$ cat src/rtl/poly_term_derivative.sv
// rtl/poly_term_derivative.sv - k-th order power-rule derivative of one polynomial term
//
// Takes (coef, e, k) and returns coef*e*(e-1)*...*(e-k+1) at exponent e-k.
// Each factor is applied by a shift-add multiplier, one multiplier bit per cycle,
// with saturation checked after every factor.
//
// Build option: SIGNED_COEF_EN makes in_coef/out_coef two's complement
// (magnitude multiplied, sign reapplied, saturation to the signed range).
//
// Ports:
//   clk, rst           clock, synchronous active-high reset
//   in_valid/in_ready  input term handshake
//   in_coef, in_exp,   term coefficient, exponent e, derivative order k
//   in_order
//   out_valid/out_ready result handshake
//   out_coef, out_exp  derivative coefficient and exponent
//   out_zero, out_ovf  coefficient is zero / coefficient saturated
//   busy               engine not idle
module poly_term_derivative #(
   parameter int COEF_W = 8,
   parameter int EXP_W  = 4,
   parameter int OUT_W  = 16
) (
   input  logic              clk,
   input  logic              rst,
   input  logic              in_valid,
   output logic              in_ready,
   input  logic [COEF_W-1:0] in_coef,
   input  logic [EXP_W-1:0]  in_exp,
   input  logic [EXP_W-1:0]  in_order,
   output logic              out_valid,
   input  logic              out_ready,
   output logic [OUT_W-1:0]  out_coef,
   output logic [EXP_W-1:0]  out_exp,
   output logic              out_zero,
   output logic              out_ovf,
   output logic              busy
);

   localparam int ACC_W = OUT_W + EXP_W;
   localparam int BC_W  = (EXP_W > 1) ? $clog2(EXP_W) : 1;
   localparam logic [BC_W-1:0] BC_LAST = BC_W'(EXP_W - 1);

   typedef enum logic [1:0] {IDLE, MUL, OUT} state_t;
   state_t state, state_nx;

   logic [ACC_W-1:0] acc;      // running coefficient magnitude (multiplicand)
   logic [ACC_W-1:0] prod;     // partial product of the factor in progress
   logic [EXP_W-1:0] f;        // current factor (multiplier)
   logic [EXP_W-1:0] cnt;      // factors remaining
   logic [BC_W-1:0]  bcnt;     // multiplier bit being processed
   logic             sign_q;
   logic             ovf;

   logic             accept;
   logic             coef_neg;
   logic [ACC_W-1:0] in_mag;
   logic [ACC_W-1:0] lim;
   logic [ACC_W-1:0] prod_nx;
   logic [ACC_W-1:0] fac_val;
   logic             fac_ovf;

`ifdef SIGNED_COEF_EN
   localparam logic [ACC_W-1:0] LIM_P = ACC_W'({(OUT_W-1){1'b1}});
   localparam logic [ACC_W-1:0] LIM_N = LIM_P + ACC_W'(1);
   logic [COEF_W:0] coef_mag;
   always_comb begin
      coef_neg = in_coef[COEF_W-1];
      // One extra bit so the most negative input keeps its magnitude.
      coef_mag = coef_neg ? ({1'b0, ~in_coef} + 1'b1) : {1'b0, in_coef};
      in_mag   = ACC_W'(coef_mag);
      lim      = sign_q ? LIM_N : LIM_P;
   end
`else
   always_comb begin
      coef_neg = 1'b0;
      in_mag   = ACC_W'(in_coef);
      lim      = ACC_W'({OUT_W{1'b1}});
   end
`endif

   // Magnitude never exceeds the saturation limit, so the low OUT_W bits hold it exactly.
   function automatic logic [OUT_W-1:0] to_out(input logic [ACC_W-1:0] mag, input logic neg);
      to_out = neg ? (~mag[OUT_W-1:0] + 1'b1) : mag[OUT_W-1:0];
   endfunction

   always_comb begin
      prod_nx = prod + (f[bcnt] ? (acc << bcnt) : '0);
      // Factors are all >= 1, so once saturated the product stays above the limit.
      fac_ovf = (prod_nx > lim);
      fac_val = fac_ovf ? lim : prod_nx;
   end

   assign accept = in_valid && in_ready;

   always_ff @(posedge clk) begin
      if (rst) state <= IDLE;
      else     state <= state_nx;
   end

   always_comb begin
      state_nx  = state;
      in_ready  = 1'b0;
      out_valid = 1'b0;
      busy      = 1'b1;
      case (state)
         IDLE: begin
            busy     = 1'b0;
            in_ready = !rst;
            if (in_valid && !rst) begin
               if (in_order == '0 || in_order > in_exp) state_nx = OUT;
               else                                     state_nx = MUL;
            end
         end
         MUL: begin
            if (bcnt == BC_LAST && cnt == EXP_W'(1)) state_nx = OUT;
         end
         OUT: begin
            out_valid = 1'b1;
            if (out_ready) state_nx = IDLE;
         end
         default: state_nx = IDLE;
      endcase
   end

   always_ff @(posedge clk) begin
      if (rst) begin
         acc      <= '0;
         prod     <= '0;
         f        <= '0;
         cnt      <= '0;
         bcnt     <= '0;
         sign_q   <= 1'b0;
         ovf      <= 1'b0;
         out_coef <= '0;
         out_exp  <= '0;
         out_zero <= 1'b0;
         out_ovf  <= 1'b0;
      end else begin
         case (state)
            IDLE: begin
               if (accept) begin
                  acc     <= in_mag;
                  prod    <= '0;
                  f       <= in_exp;
                  cnt     <= in_order;
                  bcnt    <= '0;
                  sign_q  <= coef_neg;
                  ovf     <= 1'b0;
                  out_exp <= (in_order > in_exp) ? '0 : (in_exp - in_order);
                  if (in_order == '0) begin
                     out_coef <= to_out(in_mag, coef_neg);
                     out_zero <= (in_mag == '0);
                     out_ovf  <= 1'b0;
                  end else if (in_order > in_exp) begin
                     out_coef <= '0;
                     out_zero <= 1'b1;
                     out_ovf  <= 1'b0;
                  end
               end
            end
            MUL: begin
               if (bcnt == BC_LAST) begin
                  acc  <= fac_val;
                  prod <= '0;
                  bcnt <= '0;
                  f    <= f - 1'b1;
                  cnt  <= cnt - 1'b1;
                  ovf  <= ovf | fac_ovf;
                  if (cnt == EXP_W'(1)) begin
                     out_coef <= to_out(fac_val, sign_q);
                     out_zero <= (fac_val == '0);
                     out_ovf  <= ovf | fac_ovf;
                  end
               end else begin
                  prod <= prod_nx;
                  bcnt <= bcnt + 1'b1;
               end
            end
            default: ;
         endcase
      end
   end

endmodule

$ cat config.mk
export PLATFORM = sky130hd
export DESIGN_NAME = poly_term_derivative
export DESIGN_NICKNAME = d
export VERILOG_FILES = /design/src/rtl/poly_term_derivative.sv
export SDC_FILE = /design/constraint.sdc
export NUM_CORES = 1
export LEC_CHECK = 0
export ABC_AREA = 1
export CORE_MARGIN = 2
export CORE_UTILIZATION = 53
export DETAILED_ROUTE_END_ITERATION = 16
export PLACE_DENSITY = 0.77
export SETUP_SLACK_MARGIN = 0.05
export SLEW_MARGIN = 20
export SYNTH_ARGS = -nofsm -noshare
export SYNTH_HDL_FRONTEND = slang
export SYNTH_SLANG_ARGS = --single-unit
$ cat constraint.sdc
create_clock -name clk -period 3.3 [get_ports clk]
set_input_delay 0.66 -clock clk [delete_from_list [all_inputs] [get_ports clk]]
set_output_delay 0.66 -clock clk [all_outputs]
set_load 0.005 [all_outputs]
==> results by group, run 1 <==
Timing
  – Tcrit/Tclk final: 94.43%
  – RSZ-0062 raised after global routing: false
  – Min cycle time layout: 3.116 ns
  – Worst slew pin tran: 0.6238 ns
  – Final Max Slew Viols: 0
  – Final setup margin: 0.1839 ns
  – Fin. Hold Viols: 0
  – Final Setup Violations: 0
  – Max_slew headroom: 58.28%
  – Max Clock Skew: 0.01778 ns
  – FMAX: 320.9 MHz

Synthesis
  – Seq cells post-synth: 75
  – Leading area contributor after synthesis: dfxtp_1
  – Syn_area_per_cell: 6.378 um2
  – EDFF count, synth: 0
  – Synthesized Nets: 858
  – Sequential-to-total area share from yosys stat: 29.10%
  – Yosys warning count: 0
  – Post-synth top flop: dfxtp_1
  – Synth async-reset ratio: 0%
  – Top post-synthesis cells by area: dfxtp_1 29%, nand2_1 15%, a21oi_1 8.7%, inv_1 7.0%, o21ai_0 6.7%
  – Syn Std Cell Area: 0.005160 mm2
  – Synth top cells by count: 210 x nand2_1, 96 x inv_1, 90 x a21oi_1
  – Post-Syn Instances: 809
  – Cell variety after synth: 42
  – Most common cell in the netlist: nand2_1
  – Post-synth top area share: 29.10%

Finish
  – NumNets Final: 909
  – Post-route cell area: 0.006402 mm2
  – Diode count: 0
  – Area delta synth->final: 24.08%
  – Final non-filler cell total: 998
  – Filler instances: 835
  – Area of the multi-input gates: 0.003383 mm2
  – Register area: 0.001505 mm2
  – Share of cells above drive strength 1: 14.68%

Critical path
  – Worst EP required: 3.54 ns
  – CP Launch Point: bcnt[0]
  – Register-to-Register Setup Slack: 0.18 ns
  – Buf/Inv on CP: 5
  – Startpoint Class: register
  – Setup CP Type: reg2reg
  – Arrival @ worst endpoint: 3.35 ns
  – CP cell instances: buf_12 > nand2_1 > nand3_4 > nand2_8 > buf_4 > nand2_1 > inv_1 > ha_1 > buf_4 > nand3_1 > nor3_1 > nand2_1 > nand2_1 > nand2_1 > nand2_1 > nand2_4 > nor2_8 > buf_4 > nand2_1 > nand2_2 > a21oi_1
  – CP max-delay cell: dfxtp_4
  – Reg2Reg Capture Point: out_coef[15]
  – CP max stage delay: 0.40 ns
  – Crit end category: register
  – Critical path peak fanout: 16
  – CP dominant cell by count: nand2_1
  – R2r startpoint: bcnt[0]
  – Worst R2R Path Depth: 21
  – Cell family with most CP delay: simple AND/OR/NAND/NOR gates

Clocking
  – CTS tree: done
  – Hold-fix buffers, CTS: 0
  – Root buffer cell: clkbuf_8
  – Clk sink count: 75
  – Clk pin slew, worst setup/hold paths: 0.09 ns
  – H-Tree Depth: 3
  – CTS max path bufs: 2
  – CTS Buf Count: 9
  – Clk Latency, worst-skew pair: 0.37 ns

Placed design
  – Buffers on Ports: 44
  – Final HPWL DP: 10.29 mm
  – GP Congestion: 0.9018
  – Placed insts: 972
  – Post-Place Setup Slack: -0.2841 ns
  – Area after DPL: 0.005768 mm2

Power
  – Power per cell area: 523.6 mW/mm2
  – Maximum vdd ir drop: 362.6 uV
  – Lkg Pwr: 2.916 nW

Min path
  – Hold EP: acc[19]
  – WHS Path Cells: 2
  – HP Start: acc[19]
  – Worst Hold Class: reg2reg

Route
  – Routed wire length: 14.57 mm
  – Routed vias/inst: 5.494
  – DRT iter0 DRCs: 330
  – DR vias: 5483
  – First-pass DRT Iterations: 5
  – Drc violations: 0
  – Wirelength per Cell: 14.60 um
  – Routed Antenna Nets: 0

Global route
  – Initial antenna violation count: 0
  – First-pass GRT wire length: 23.12 mm
  – Grt ovf: 0
  – Total GRT Usage: 27.63%
  – Pin count of the biggest net entering global routing: 39
  – Vias in the first global route: 4888

Floorplanning
  – Die Wd: 102.7 um
  – I/O pins: 45
  – Row count: 36
  – Core box area: 0.009594 mm2
  – Starting Density: 53.78%
  – Die ar.: 0.01054 mm2
  – Die Y: 102.7 um

Run
  – Maxcap violations: 0

Outcome
  – Status: finished clean
-- logic make-up after synthesis --
logic type | synth area share [%]
and+or+nand+nor | 30.94
AOI/OAI and AO/OA | 18.40
buffers and inverters | 11.11
DFF | 29.10
adders and majority gates | 7.323
muxes | 1.940
xor gates and xnor gates | 1.188
-- cell usage in the layout, fill, tap and decap left out, types with 5 or more instances in the layout --
cell / n
nor2_2: 7
nand2_1: 203
ha_4: 8
o21ai_1: 9
or2_2: 5
nand3_1: 40
a31oi_1: 10
nor2_1: 61
buf_4: 25
nand2_2: 9
clkdlybuf4s50_1: 44
o21ai_0: 61
clkbuf_8: 9
inv_1: 96
mux2i_2: 9
inv_2: 10
nand3_2: 7
a21oi_1: 87
ha_1: 13
ha_2: 6
nand4_1: 5
dfxtp_1: 74
nor3_1: 10
-- area by class of cell --
class	instances	area share, %
Multi-Input combinational cell	594	52.84
Timing Repair Buffer	73	11.14
Clock inverter	7	1.661
Tap cell	133	2.599
Inverter	107	6.312
Clock buffer	9	1.935
Sequential cell	75	23.51
-- registers in the layout, indices dropped and copies added, names as in the netlist --
name      count
out_ovf       1
state         2
out_coef     16
f             4
out_exp       4
prod         20
bcnt          2
cnt           4
out_zero      1
acc          20
ovf           1
-- tightest hold or removal path, cell delays in order (launching register included) --
cell and delay (ns):
dfxtp_1 0.31, inv_1 0.06, nor3_1 0.05
-- power breakdown --
group	internal, mW	switching [mW]	leakage (nW)
clock	0.441	0.405	0.117
sequential	1.06	0.116	0.613
combinational	0.565	0.764	2.19
total	2.07	1.28	2.92
-- how the worst max path moves through the flow --
stage / end / slack (ns) / depth (start not counted)
2_1_floorplan: acc[14] / 0.22 / 22
3_3_place_gp: out_coef[7] / -0.13 / 11
3_5_place_dp: out_coef[3] / -0.28 / 11
4_1_cts: out_coef[15] / 0.06 / 22
5_1_grt: acc[12] / 0.009 / 21
6_report: out_coef[15] / 0.18 / 21
-- layer usage --
layer  track usage (%)  vias to the layer above  routed length (um)
met5                 0                        -                   0
met4             7.282                        0                 163
met3             3.797                       23                 831
met2             43.09                      181                6635
met1             40.18                     2543                6941
li1                  -                     2736                   -
-- metrics by stage --
step | power, mW | hold slack [ns] | utilization (%) | setup TNS (ns)
3_3_place_gp | 2.306 | 0.4390 | 60.12 | -1.563
3_5_place_dp | 2.335 | 0.4465 | 60.12 | -3.926
5_1_grt | 3.548 | 0.4774 | 66.73 | 0
4_1_cts | 3.219 | 0.4596 | 63.28 | 0
2_1_floorplan | 1.936 | 0.4242 | - | 0
6_report | 3.352 | 0.4549 | 66.73 | 0
-- what timing repair did --
| item | in CTS | in global routing |
|---|---|---|
| endpoints found under the setup margin | 26 | 37 |
| gates cloned | 1 | 1 |
| pin swaps | 2 | 6 |
| buffers inserted | 4 | 4 |
| gates resized for setup | 5 | 61 |
(Power assumes the default switching activity.)
==> run 2: changes to the inputs <==
RECOVER_POWER = 100   (was not set)
==> run 2 against run 1 <==
Compared with the run above: register-to-register slack about the same; setup slack improved by 0.00064 ns; critical path depth unchanged; sequential share of layout area increased by 0.10 points; clock power decreased by 0.5%; count of clock-buffer cells in the layout unchanged; critical path type unchanged; largest cell class unchanged; largest power group unchanged.
==> results by group, run 2 (same netlist as run 1, synthesis figures left out) <==
Timing
  – Tcrit/Tclk final: 94.41% (was 94.43%)
  – Final Max Slew Viols: 0 (unchanged)
  – Min cycle time layout: 3.115 ns (was 3.116 ns)
  – Worst slew pin tran: 1.156 ns (was 0.6238 ns)
  – FMAX: 321.0 MHz (was 320.9 MHz)
  – Max Clock Skew: 0.01597 ns (was 0.01778 ns)
  – Max_slew headroom: 22.95% (was 58.28%)
  – Final Setup Violations: 0 (unchanged)
  – Fin. Hold Viols: 0 (unchanged)

Critical path
  – Setup CP Type: reg2reg (unchanged)
  – Worst R2R Path Depth: 21 (unchanged)
  – Worst EP required: 3.54 ns (about the same)
  – Arrival @ worst endpoint: 3.36 ns (was 3.35 ns)
  – Critical path peak fanout: 16 (unchanged)
  – Setup crit end: acc[12] (was out_coef[15])
  – R2r startpoint: bcnt[0] (unchanged)
  – Startpoint Class: register (unchanged)
  – CP Launch Point: bcnt[0] (unchanged)
  – Crit end category: register (unchanged)
  – Reg2Reg Capture Point: acc[12] (was out_coef[15])
  – Register-to-Register Setup Slack: 0.18 ns (about the same)

Route
  – Routed vias/inst: 5.447 (was 5.494)
  – Routed wire length: 14.55 mm (was 14.57 mm)
  – Routed Antenna Nets: 0 (unchanged)
  – Wirelength per Cell: 14.58 um (was 14.60 um)
  – Drc violations: 0 (unchanged)
  – DRT iter0 DRCs: 383 (was 330)
  – First-pass DRT Iterations: 5 (unchanged)
  – DR vias: 5436 (was 5483)

Global route
  – Total GRT Usage: 27.63% (unchanged)
  – Vias in the first global route: 4888 (unchanged)
  – First-pass GRT wire length: 23.12 mm (unchanged)
  – Initial antenna violation count: 0 (unchanged)
  – Grt ovf: 0 (unchanged)
  – Pin count of the biggest net entering global routing: 39 (unchanged)

Power
  – Power per cell area: 517.8 mW/mm2 (was 523.6 mW/mm2)
  – Maximum vdd ir drop: 355.5 uV (was 362.6 uV)
  – Lkg Pwr: 2.980 nW (was 2.916 nW)

Clocking
  – CTS Buf Count: 9 (unchanged)
  – Clk pin slew, worst setup/hold paths: 0.09 ns (about the same)
  – CTS max path bufs: 2 (unchanged)
  – Clk sink count: 75 (unchanged)
  – H-Tree Depth: 3 (unchanged)
  – Hold-fix buffers, CTS: 0 (unchanged)
  – Clk Latency, worst-skew pair: 0.37 ns (about the same)
  – Root buffer cell: clkbuf_8 (unchanged)
  – CTS tree: done (unchanged)

Floorplanning
  – Die Wd: 102.7 um (unchanged)
  – Die Y: 102.7 um (unchanged)
  – I/O pins: 45 (unchanged)
  – Die ar.: 0.01054 mm2 (unchanged)
  – Starting Density: 53.78% (unchanged)
  – Row count: 36 (unchanged)
  – Core box area: 0.009594 mm2 (unchanged)

Min path
  – Worst Hold Class: reg2reg (unchanged)
  – HP Start: acc[19] (unchanged)

Finish
  – NumNets Final: 909 (unchanged)
  – Commonest non-fill, non-tap cell in the layout: nand2_1 (unchanged)
  – Diode count: 0 (unchanged)
  – Share of cells above drive strength 1: 14.34% (was 14.68%)
  – Commonest non-fill, non-tap cells in the layout: 203 x nand2_1, 96 x inv_1, 87 x a21oi_1, 74 x dfxtp_1 (unchanged)
  – Final non-filler cell total: 998 (unchanged)
  – Finished Core Util: 66.45% (was 66.73%)
  – Largest registers: acc (20), prod (20), out_coef (16) (unchanged)
  – Area delta synth->final: 23.55% (was 24.08%)

Placed design
  – Placed insts: 972 (unchanged)
  – Buffers on Ports: 44 (unchanged)
  – GP Congestion: 0.9018 (unchanged)
  – Final HPWL DP: 10.29 mm (unchanged)

Run
  – Maxcap violations: 0 (unchanged)

Outcome
  – Status: finished clean (unchanged)
run 2: changes by cell type in the layout (fill, tap and decap cells not counted), sizes merged:
cell           before  now
buf                28   24
clkbuf             10   14
clkdlybuf4s50      44   18
dlygate4sd3         0   26
run 2: through the flow:
step                setup WS, ns  setup TNS, ns  instance area, um2  power, mW  hold slack [ns]
floorplan                 0.2202              0                5160      1.936           0.4242
global placement         -0.1271         -1.563                5768      2.306           0.4390
detailed placement       -0.2841         -3.926                5768      2.335           0.4465
CTS                      0.05575              0                6071      3.219           0.4596
global route            -0.01922       -0.04076                6375      3.504           0.4774
finish                    0.1846              0                6375      3.301           0.4550
run 2: power breakdown:
group / switching [mW] / total (mW) / internal, mW
sequential: 0.111 / 1.17 / 1.06
combinational: 0.761 / 1.29 / 0.525
clock: 0.402 / 0.842 / 0.441
run 2: repair_timing:
action,in CTS,in global routing
endpoints found under the setup margin,26,37
resized for setup,5,61
setup buffers,4,4
cloned,1,1
pin swaps,2,6
run 2: worst min path at each step:
stage,end,slack [ns],cells past startpoint
5_1_grt,acc[19],0.48,2
2_1_floorplan,acc[19],0.42,2
3_3_place_gp,acc[19],0.44,2
6_report,acc[19],0.46,2
4_1_cts,acc[19],0.46,2
3_5_place_dp,acc[19],0.45,2
run 2: final cells by class:
| class | instances | area, um2 |
|---|---|---|
| repair buffers | 73 | 691.9 |
| multi-input cells | 594 | 3377 |
| inverters | 107 | 404.1 |
| clock inverters | 7 | 106.4 |
| fillers | 842 | 3219 |
| clock buffers | 9 | 123.9 |
| flip-flops and latches | 75 | 1505 |
| well taps | 133 | 166.4 |
run 2: worst max-delay path, stage by stage (launching register included):
cell	delay, ns
dfxtp_4	0.41
buf_12	0.17
nand2_1	0.11
nand3_4	0.13
nand2_8	0.10
buf_4	0.16
nand2_1	0.06
inv_1	0.04
ha_1	0.37
buf_4	0.15
nand3_1	0.09
nor3_1	0.17
nand2_1	0.12
nand2_1	0.07
nand2_1	0.06
nand2_1	0.11
nand2_4	0.10
nor2_8	0.18
buf_4	0.15
nand2_1	0.04
nand2_1	0.11
a21oi_1	0.08
run 2: metal layers:
layer  global-route usage, %  routed length, um  vias to the layer above
met5                       0                  0                        -
met4                   7.282                146                        0
met3                   3.797                818                       19
met1                   40.18               6945                     2511
li1                        -                  -                     2742
met2                   43.09               6641                      164
